`config.mk`:
```
export PLATFORM = sky130hd
export DESIGN_NAME = id_ex_stage
export DESIGN_NICKNAME = d
export VERILOG_FILES = /design/src/rtl/id_ex_stage.sv
export SDC_FILE = /design/constraint.sdc
export NUM_CORES = 1
export LEC_CHECK = 0
export CORE_UTILIZATION = 30
export DETAILED_ROUTE_END_ITERATION = 7
export PLACE_DENSITY_LB_ADDON = 0.3
export SLEW_MARGIN = 20
export SYNTH_ARGS = -nofsm -noshare
export SYNTH_HDL_FRONTEND = slang
export SYNTH_SLANG_ARGS = --single-unit
```
`constraint.sdc`:
```
create_clock -name clk -period 6.7 [get_ports clk]
set_clock_uncertainty 0.05 [all_clocks]
set_input_delay 1.34 -clock clk [delete_from_list [all_inputs] [get_ports clk]]
set_output_delay 1.34 -clock clk [all_outputs]
set_load 0.02 [all_outputs]
```
`src/rtl/id_ex_stage.sv`:
```
// ID/EX stage boundary for the pipelined RV32I core: register-file address
// generation, WB bypass, x0 forcing, immediate decode, load-use hazard
// detection and the ID/EX pipeline register with flush/hold/stall control.
module id_ex_stage #(
  parameter int XLEN     = 32,
  parameter bit FORCE_X0 = 1'b1
) (
  input  logic            clk,
  input  logic            rst_n,
  input  logic            id_valid,
  input  logic [31:0]     id_instr,
  input  logic [XLEN-1:0] id_pc,
  output logic [4:0]      rf_a1,
  output logic [4:0]      rf_a2,
  input  logic [XLEN-1:0] rf_rd1,
  input  logic [XLEN-1:0] rf_rd2,
  input  logic            wb_en,
  input  logic [4:0]      wb_addr,
  input  logic [XLEN-1:0] wb_data,
  input  logic            ext_hold,
  input  logic            flush,
  output logic            stall_id,
  output logic            ex_valid,
  output logic [XLEN-1:0] ex_pc,
  output logic [XLEN-1:0] ex_op1,
  output logic [XLEN-1:0] ex_op2,
  output logic [XLEN-1:0] ex_imm,
  output logic [4:0]      ex_rs1,
  output logic [4:0]      ex_rs2,
  output logic [4:0]      ex_rd,
  output logic [6:0]      ex_opcode,
  output logic [2:0]      ex_funct3,
  output logic            ex_funct7b5,
  output logic            ex_mem_read,
  output logic            ex_reg_write
);

  localparam logic [6:0] OP_LUI    = 7'b0110111;
  localparam logic [6:0] OP_AUIPC  = 7'b0010111;
  localparam logic [6:0] OP_JAL    = 7'b1101111;
  localparam logic [6:0] OP_JALR   = 7'b1100111;
  localparam logic [6:0] OP_BRANCH = 7'b1100011;
  localparam logic [6:0] OP_LOAD   = 7'b0000011;
  localparam logic [6:0] OP_STORE  = 7'b0100011;
  localparam logic [6:0] OP_IMM    = 7'b0010011;
  localparam logic [6:0] OP_REG    = 7'b0110011;

  // Instruction fields
  logic [6:0] opcode;
  logic [4:0] rs1, rs2, rd;
  logic [2:0] funct3;

  assign opcode = id_instr[6:0];
  assign rd     = id_instr[11:7];
  assign funct3 = id_instr[14:12];
  assign rs1    = id_instr[19:15];
  assign rs2    = id_instr[24:20];
  assign rf_a1  = rs1;
  assign rf_a2  = rs2;

  // Decoded control
  logic [XLEN-1:0] imm;
  logic            uses_rs1, uses_rs2, writes_rd, is_load;
  logic [XLEN-1:0] op1, op2;

  // EX register state
  logic            valid_q, valid_d;
  logic            mem_read_q, mem_read_d;
  logic            reg_write_q, reg_write_d;
  logic [XLEN-1:0] pc_q, pc_d, op1_q, op1_d, op2_q, op2_d, imm_q, imm_d;
  logic [4:0]      rs1_q, rs1_d, rs2_q, rs2_d, rd_q, rd_d;
  logic [6:0]      opcode_q, opcode_d;
  logic [2:0]      funct3_q, funct3_d;
  logic            funct7b5_q, funct7b5_d;

  // Operand source: x0 forced to zero, then same-cycle WB write-through, then RF.
  function automatic logic [XLEN-1:0] sel_operand(input logic [4:0]      rs,
                                                  input logic [XLEN-1:0] rf_data,
                                                  input logic            we,
                                                  input logic [4:0]      wa,
                                                  input logic [XLEN-1:0] wd);
    if (FORCE_X0 && rs == 5'd0)   return '0;
    else if (we && wa == rs)      return wd;
    else                          return rf_data;
  endfunction

  assign op1 = sel_operand(rs1, rf_rd1, wb_en, wb_addr, wb_data);
  assign op2 = sel_operand(rs2, rf_rd2, wb_en, wb_addr, wb_data);

  // Immediate generation and register-usage decode by opcode.
  always_comb begin
    // NOTE: every output gets a default first so no path leaves it unassigned, which would infer a latch.
    imm       = '0;
    uses_rs1  = 1'b1;
    uses_rs2  = 1'b0;
    writes_rd = 1'b0;
    is_load   = 1'b0;
    unique case (opcode)
      OP_IMM, OP_JALR: begin
        imm       = {{20{id_instr[31]}}, id_instr[31:20]};
        writes_rd = 1'b1;
      end
      OP_LOAD: begin
        imm       = {{20{id_instr[31]}}, id_instr[31:20]};
        writes_rd = 1'b1;
        is_load   = 1'b1;
      end
      OP_STORE: begin
        imm      = {{20{id_instr[31]}}, id_instr[31:25], id_instr[11:7]};
        uses_rs2 = 1'b1;
      end
      OP_BRANCH: begin
        imm      = {{19{id_instr[31]}}, id_instr[31], id_instr[7],
                    id_instr[30:25], id_instr[11:8], 1'b0};
        uses_rs2 = 1'b1;
      end
      OP_LUI, OP_AUIPC: begin
        imm       = {id_instr[31:12], 12'b0};
        uses_rs1  = 1'b0;
        writes_rd = 1'b1;
      end
      OP_JAL: begin
        imm       = {{11{id_instr[31]}}, id_instr[31], id_instr[19:12],
                     id_instr[20], id_instr[30:21], 1'b0};
        uses_rs1  = 1'b0;
        writes_rd = 1'b1;
      end
      OP_REG: begin
        uses_rs2  = 1'b1;
        writes_rd = 1'b1;
      end
      default: ;
    endcase
  end

  // Load-use hazard: a load in EX feeds a source register read in ID.
  assign stall_id = id_valid & valid_q & mem_read_q & (rd_q != 5'd0) &
                    ((uses_rs1 & (rd_q == rs1)) | (uses_rs2 & (rd_q == rs2))) &
                    ~flush & ~ext_hold;

  // EX register next state: flush > hold > stall bubble > capture.
  always_comb begin
    valid_d     = valid_q;
    mem_read_d  = mem_read_q;
    reg_write_d = reg_write_q;
    pc_d        = pc_q;
    op1_d       = op1_q;
    op2_d       = op2_q;
    imm_d       = imm_q;
    rs1_d       = rs1_q;
    rs2_d       = rs2_q;
    rd_d        = rd_q;
    opcode_d    = opcode_q;
    funct3_d    = funct3_q;
    funct7b5_d  = funct7b5_q;
    if (flush || (!ext_hold && stall_id)) begin
      valid_d     = 1'b0;
      mem_read_d  = 1'b0;
      reg_write_d = 1'b0;
    end else if (!ext_hold) begin
      valid_d     = id_valid;
      mem_read_d  = id_valid & is_load;
      reg_write_d = id_valid & writes_rd & (rd != 5'd0);
      pc_d        = id_pc;
      op1_d       = op1;
      op2_d       = op2;
      imm_d       = imm;
      rs1_d       = rs1;
      rs2_d       = rs2;
      rd_d        = rd;
      opcode_d    = opcode;
      funct3_d    = funct3;
      funct7b5_d  = id_instr[30];
    end
  end

  // EX pipeline register with asynchronous clear.
  always_ff @(posedge clk or negedge rst_n) begin
    if (!rst_n) begin
      valid_q     <= 1'b0;
      mem_read_q  <= 1'b0;
      reg_write_q <= 1'b0;
      pc_q        <= '0;
      op1_q       <= '0;
      op2_q       <= '0;
      imm_q       <= '0;
      rs1_q       <= '0;
      rs2_q       <= '0;
      rd_q        <= '0;
      opcode_q    <= '0;
      funct3_q    <= '0;
      funct7b5_q  <= 1'b0;
    end else begin
      // NOTE: non-blocking assignments so every register samples pre-edge values.
      valid_q     <= valid_d;
      mem_read_q  <= mem_read_d;
      reg_write_q <= reg_write_d;
      pc_q        <= pc_d;
      op1_q       <= op1_d;
      op2_q       <= op2_d;
      imm_q       <= imm_d;
      rs1_q       <= rs1_d;
      rs2_q       <= rs2_d;
      rd_q        <= rd_d;
      opcode_q    <= opcode_d;
      funct3_q    <= funct3_d;
      funct7b5_q  <= funct7b5_d;
    end
  end

  assign ex_valid     = valid_q;
  assign ex_mem_read  = mem_read_q;
  assign ex_reg_write = reg_write_q;
  assign ex_pc        = pc_q;
  assign ex_op1       = op1_q;
  assign ex_op2       = op2_q;
  assign ex_imm       = imm_q;
  assign ex_rs1       = rs1_q;
  assign ex_rs2       = rs2_q;
  assign ex_rd        = rd_q;
  assign ex_opcode    = opcode_q;
  assign ex_funct3    = funct3_q;
  assign ex_funct7b5  = funct7b5_q;

endmodule

```
Word-level counts from Yosys, hierarchy flattened
Cells that the tools add are included.
- eq/ne operators: 14
- muxes and demuxes: 15
- bitwise gates (word level): 15
- reductions and logical operators: 15
- operators by type and width (cell ; number):
    32-bit one-hot mux with 5 select lines ; 1
    32-bit 2-to-1 mux ; 4
    7-bit by 6-bit equality test with 1-bit output, second input constant ; 3
    7-bit equality test, second input constant ; 3
    5-bit equality test ; 4
    7-bit by 5-bit equality test with 1-bit output, second input constant ; 2
    1-bit bitwise AND ; 11
    5-bit logical NOT ; 2
    1-bit 2-to-1 mux ; 10
    5-bit nonzero test ; 2
    3-bit OR reduction ; 3
    7-bit by 2-bit equality test with 1-bit output, second input constant ; 1
    7-bit OR reduction ; 1
    1-bit logical AND ; 3
    1-bit NOT ; 3
    2-bit by 1-bit inequality test with 1-bit output, second input constant ; 1
    2-bit AND reduction ; 1
    2-bit OR reduction ; 1
    1-bit logical NOT ; 1
    1-bit logical OR ; 1
    1-bit bitwise OR ; 1
- flip-flop bits (word level): 157
- input bits: 171
- word-level logic and storage cells: 72

Depth between registers and ports, before layout
Gate-level depths: netlist (run 1).
- depth after elaboration: 12
- mapped depth: 9
- depth with buffers taken out: 5

Worst setup path before layout (run 1)
Ideal clock, no wire load.
- path type: input-to-output
- from: input id_instr[6]
- to: output stall_id
- arrival time: 2.970 ns
- path slack: 2.340 ns
- cell stages on the path: 7
- buffers on the path: 3
- cell sequence: buf_2 -> or3b_1 -> a21oi_4 -> nor4_1 -> clkbuf_1 -> clkbuf_1 -> or2_2
- cells in the longest elaborated chain, start to end: 8
- elaborated cells on any way between the ends: 16
- those cells by class: eq/ne (6); mux (2); bitwise (6); reduce/logical (2)
- ends and longest elaborated chain (what ; RTL line ; source):
    from (decl) ; 11 ; input logic [31:0] id_instr,
    7-bit equality test (tied with other cells) ; 98 ; unique case (opcode)
    3-bit OR reduction (no source line) ; -- ;
    1-bit 2-to-1 mux ; 98 ;
    1-bit bitwise AND ; 138 ; ((uses_rs1 & (rd_q == rs1)) | (uses_rs2 & (rd_q == rs2))) &
    1-bit bitwise OR * ; 138 ;
    1-bit bitwise AND * ; 137 ; assign stall_id = id_valid & valid_q & mem_read_q & (rd_q != 5'd0) &
    1-bit bitwise AND * ; 138 ;
    1-bit bitwise AND * ; 139 ; ~flush & ~ext_hold;
    to (decl) ; 22 ; output logic stall_id,
Mark *: on every way between the ends. The rest lies on a longest branch, timed or not.

Worst setup path after layout (run 1)
Same ends and word-level chain as after synthesis.

==> results of run 1 <==
-- critical path: stages --
cell and delay, ps:
clkdlybuf4s50_1 570, or3b_1 480, a21oi_4 290, nor4_2 90
or2_2 360, clkdlybuf4s50_1 570
-- per-layer routing --
layer | track usage [%] | wire length, µm | up-vias | share of wire, %
li1 | - | - | 3015 | -
met1 | 25.6 | 11500 | 3206 | 45
met2 | 29.8 | 11500 | 276 | 45
met3 | 5.92 | 2060 | 23 | 8.1
met4 | 5.96 | 371 | 0 | 1.5
met5 | 0 | 0 | - | 0
-- metrics by stage --
stage | worst slack (ps) | utilization [%] | hold WS [ps] | cells | total power [mW]
floorplan | 2340 | - | 555 | 640 | 1.46
global placement | 1620 | 44.7 | 432 | 1252 | 1.87
detailed placement | 1590 | 44.7 | 438 | 1252 | 1.88
CTS | 1620 | 47.0 | 453 | 1284 | 2.84
global route | 1430 | 47.0 | 474 | 1284 | 2.93
finish | 1600 | 47.0 | 449 | 1284 | 2.81
-- kinds of logic after synthesis --
logic type | count (synthesis) | synth area share (%)
XOR/XNOR | 20 | 2.28
AO/OA/AOI/OAI | 183 | 17.4
flip-flops | 157 | 51.1
buffers and inverters | 79 | 5.00
multiplexers | 147 | 20.4
AND/OR/NAND/NOR | 54 | 3.89
-- synthesized netlist by cell type, types with 7 or more instances --
cell type	instances
o21ai_0	14
a21o_1	11
nor2_1	9
nand2_1	12
dfrtp_1	157
inv_1	10
xor2_1	8
buf_2	7
mux2i_1	72
nand3_1	7
o31ai_1	134
clkbuf_1	40
xnor2_1	12
mux2_2	75
buf_4	13
a21oi_1	12
-- cell type report --
type	count	area share, %
Sequential cell	157	33.2
Timing Repair Buffer	351	29.4
Multi-Input combinational cell	404	28.8
Clock buffer	21	3.89
Tap cell	330	3.49
Clock inverter	11	0.920
Inverter	10	0.317
-- flip-flops by register name, indices dropped and copies added (netlist names), 3 cells and up --
register   cells
ex_rs2         5
ex_rd          5
ex_pc         32
ex_rs1         5
ex_op1        32
ex_opcode      7
ex_imm        32
ex_op2        32
ex_funct3      3
-- power groups by stage --
stage	Sequential (mW)	Combinational [mW]	Clock [mW]
floorplan	1.27	0.188	0
global placement	1.14	0.733	0
detailed placement	1.14	0.739	0
CTS	1.12	0.742	0.977
global route	1.14	0.776	1.02
finish	1.12	0.732	0.954
-- path summary, 6_finish.rpt --
path                                  start          to  slack (ps)  depth (start not counted)
worst min register to register   ex_op2[27]  ex_op2[27]         450                          2
worst max register to register     ex_rd[1]  ex_op1[16]        3220                          7
max in group asynchronous             rst_n   ex_pc[20]        4610                          2
worst min-delay path             ex_op2[27]  ex_op2[27]         450                          2
worst max-delay path            id_instr[6]    stall_id        1600                          6
min in group asynchronous             rst_n   ex_op1[0]         780                          1
==> metrics.txt, run 1 <==
status=finished clean; Startpoint Class=input pin; drt first-iter violations=between 300 and 400; combinational fraction of design power=26.1%; layout cells sized above 1=13.7%; Int Pwr=between 1.5 and 2 mW; Cell variety after synth=40; CTS Buffer Depth=2; initial cell density of the core=30.5%; Post-synth EDFFs=0; Clock Sinks=157; total CTS buffers=17; clock root buffer=clkbuf_16; Sequential Area=roughly 4000 µm²; Placed Area=about 11000 µm²; Worst-Skew Late Latency=420 ps; Die X=~160 µm; Total Neg Setup Slack=0 ps; Routed WL per cell=19.8 µm; Final Cell Area=11800 µm²; slew of the pin with the lowest slew margin=1040 ps; First-pass DRT Iterations=4; Tmin final=5100 ps; area of the multi-input gates=3400 µm²; Hold Fails Final Rpt=0; die height=162 µm; Worst Path Required=~5300 ps; post-cts hold buffer count=0; Worst-path clk slew=60 ps; Overflow after GRT=0; FF+latch count, synth=157; Pleak=4.68 nW; IO buf count=338; dpl hpwl=17700 µm; final setup fails=0; cell area power density=237 nW/µm²; Max Freq=0.196 GHz; area delta synth->final=54.0%; core area=between 20000 and 30000 µm²; switching pwr=between 0.8 and 0.9 mW; Rows=58; sequential share of power=39.9%; Setup Crit Path Kind=input pin to output pin; sequential-to-total area share from yosys stat=51.1%; Mean Syn Cell Area=12.0 µm²; top-level port count=339; worst vdd ir=between 0.1 and 0.15 mV; routed wire length=25400 µm; Post-Synthesis Cells=640; Syn Nets=just over 800; Final Cycle Share=76.2%; first-pass GRT wire length=around 39000 µm; initial antenna violation count=0; Clk pwr share=34.0%; largest net degree at the start of global routing=75; H-tree Lvls=4; vias per inst=5.08; Hold Crit Class=flip-flop to flip-flop; crit path max fanout=10; Final Max Slew Viols=0; Filler Cell Count=2314; Synth Cell Area=7690 µm²; Antenna diodes=0; Switching Share=29.5%; predominant post-synthesis flop cell=dfrtp_1; commonest non-fill, non-tap cell in the layout=clkdlybuf4s50_1; vias in the first global route=~6700; Setup Buffers After CTS=0; RSZ-0062 raised after global routing=no; Die ar.=about 26000 µm²; Final ANT Viol Nets=0; CTS tree=built; fin nets=around 1100; vias=6520; Arr. time, crit path=3710 ps; DRC viols=0; CTS-repair resized insts=0; Yosys top cell by area=dfrtp_1; # Max-Cap Violations=0; global-route usage over all layers=19.2%; Worst slew margin=around 31%; share of the synthesized area in the top cell type=51.1%; FFs w/ async S/R, synth=100%; GP Congestion=0.854; largest cells by area after synthesis=dfrtp_1 (51%), o31ai_1 (13%), mux2_2 (11%); yosys warns=0; commonest cells after routing, fill and taps aside=clkdlybuf4s50_1 (337), dfrtp_1 (157), o31ai_1 (134), mux2_2 (75), mux2i_1 (72); Critical Path End Type=output pin
Note: power is estimated with default switching activity, not from simulation.
==> run 2: changes to the inputs <==
==> constraint.sdc (replaced) <==
create_clock -name clk -period 4.47 [get_ports clk]
set_clock_uncertainty 0.05 [all_clocks]
set_input_delay 0.894 -clock clk [delete_from_list [all_inputs] [get_ports clk]]
set_output_delay 0.894 -clock clk [all_outputs]
set_load 0.02 [all_outputs]
==> metrics.txt, run 2 (synthesis results as in run 1) <==
status=finished clean; met3 Use GR=5.72% (-0.20 points); Final Max Slew Viols=0 (unchanged); drt first-iter violations=316 (+4.3%); Critical Path End Type=output pin; routed wire length=26000 µm (+2.4%); Final Cell Area=12000 µm² (+1.3%); Rows=58 (unchanged); fin nets=1125 (+1.2%); global-route usage over all layers=19.8% (+0.56 points); Placed Area=11400 µm² (+1.3%); first-pass GRT wire length=40000 µm (+3.1%); largest net degree at the start of global routing=88 (+17%); area delta synth->final=55.9%; Startpoint Class=input pin; cell area power density=353 nW/µm² (+49%); Clock Sinks=157 (unchanged); Max Freq=0.243 GHz; Filler Cell Count=2335 (+0.91%); Tmin final=4120 ps; Worst-path clk slew=70 ps (about the same); core area=25200 µm² (unchanged); Top delay family on crit path=buffers and inverters; vias=6629 (+1.7%); Final ANT Viol Nets=0 (unchanged); post-route worst setup slack=352 ps (-1250 ps); dpl hpwl=18100 µm (+2.2%); commonest non-fill, non-tap cell in the layout=clkdlybuf4s50_1; top-level port count=339 (unchanged); Final Cycle Share=between 90% and 100%; Worst Path Required=3530 ps (-1780 ps); H-tree Lvls=4 (unchanged); cells along the critical path=clkdlybuf4s50_1 > nor4bb_1 > nand3_1 > nor4_2 > or2_2 > clkdlybuf4s50_1; Die X=162 µm (unchanged); Arr. time, crit path=3170 ps (-540 ps); initial antenna violation count=0 (unchanged); Switching Share=30.0% (+0.41 points); CTS tree=built; DRC viols=0 (unchanged); Hold Fails Final Rpt=0 (unchanged); IO buf count=338 (unchanged); die height=162 µm (unchanged); vias per inst=5.11 (+0.65%); post-cts hold buffer count=0 (unchanged); final core occ=47.6% (+0.61 points); CTS Buffer Depth=2 (unchanged); Setup Buffers After CTS=0 (unchanged); switching pwr=1.27 mW (+53%); RSZ-0062 raised after global routing=no; Worst-Skew Late Latency=420 ps (about the same); GR Layer Usage met1=25.6% (+0.072 points); busiest grt layer=met2; Int Pwr=2.96 mW (+50%); GP Congestion=0.821 (-4.0%); Setup Crit Path Kind=input pin to output pin; commonest cells after routing, fill and taps aside=clkdlybuf4s50_1 (337), dfrtp_1 (157), o31ai_1 (134), mux2_2 (75), mux2i_1 (72); Overflow after GRT=0 (unchanged); total CTS buffers=17 (unchanged); Pleak=4.79 nW (+2.4%); vias in the first global route=6742 (+0.40%); First-pass DRT Iterations=4 (unchanged); dpl ws=364 ps (-1230 ps); initial cell density of the core=30.5% (unchanged); CP peak stage delay=680 ps (+110 ps); slew of the pin with the lowest slew margin=925 ps (-110 ps); Die ar.=26300 µm² (unchanged); Worst slew margin=38.4% (+7.4 points); Clk pwr share=34.1% (about the same); final setup fails=0 (unchanged); Antenna diodes=0 (unchanged); Routed WL per cell=20.1 µm (+1.4%); Buf+Inv Stages, Crit Path=2 (unchanged); layout cells sized above 1=15.1% (+1.4 points); Fin Hold WS=448 ps (-1.01 ps); crit path max fanout=5 (-5); CP max stage cell=clkdlybuf4s50_1; Hold Crit Class=input pin to async pin; met2 Usage GRT=31.8% (+2.0 points); worst vdd ir=0.209 mV (+46%); clock root buffer=clkbuf_16; Top cell by count, worst path=clkdlybuf4s50_1; sequential share of power=39.7% (-0.2 points); # Max-Cap Violations=0 (unchanged); CTS-repair resized insts=0 (unchanged); Total Neg Setup Slack=0 ps (unchanged); combinational fraction of design power=26.2% (about the same)
[run 2: per-stage QoR]
stage | cells | power, mW
2_1_floorplan | 640 | 2.18
3_3_place_gp | 1265 | 2.81
3_5_place_dp | 1265 | 2.82
4_1_cts | 1297 | 4.30
5_1_grt | 1297 | 4.42
6_report | 1297 | 4.23
[run 2: cell type report]
cell class,instances,area (µm²),area share [%]
repair buffers,364,3630,30.3
clock buffers,18,439,3.66
well taps,330,413,3.44
multi-input cells,404,3400,28.4
clock inverters,14,135,1.13
inverters,10,37.5,0.313
flip-flops and latches,157,3930,32.8
[run 2: worst paths after layout]
path	slack [ps]	cells past startpoint	endpoint	startpoint
worst max-delay path	350	6	stall_id	id_instr[0]
worst min-delay path	450	1	ex_op1[0]	rst_n
worst max register to register	1500	7	ex_pc[21]	ex_rd[2]
worst min register to register	450	2	ex_op1[20]	ex_op1[20]
max in group asynchronous	2910	2	ex_rs1[2]	rst_n
min in group clk	450	2	ex_op1[20]	ex_op1[20]
[run 2: power groups by stage]
stage / sequential [mW] / combinational [mW] / clock [mW]
after global routing: 1.70 / 1.17 / 1.55
final: 1.68 / 1.11 / 1.44
after floorplan: 1.90 / 0.282 / 0
after CTS: 1.68 / 1.12 / 1.50
after detailed placement: 1.71 / 1.12 / 0
after global placement: 1.70 / 1.11 / 0
[run 2: worst reg2reg max path, delay by kind of cell, from the launching register on]
family | cells | cell delay [ps]
compound gates | 1 | 300
mux | 1 | 440
buf+inv | 2 | 680
flops | 1 | 450
simple gates | 3 | 940
[run 2: routing by layer]
layer / share of wire, % / vias up
met1: 44 / 3275
met4: 1.6 / 0
met2: 46 / 280
met3: 8.4 / 24
li1: - / 3050
met5: 0 / -
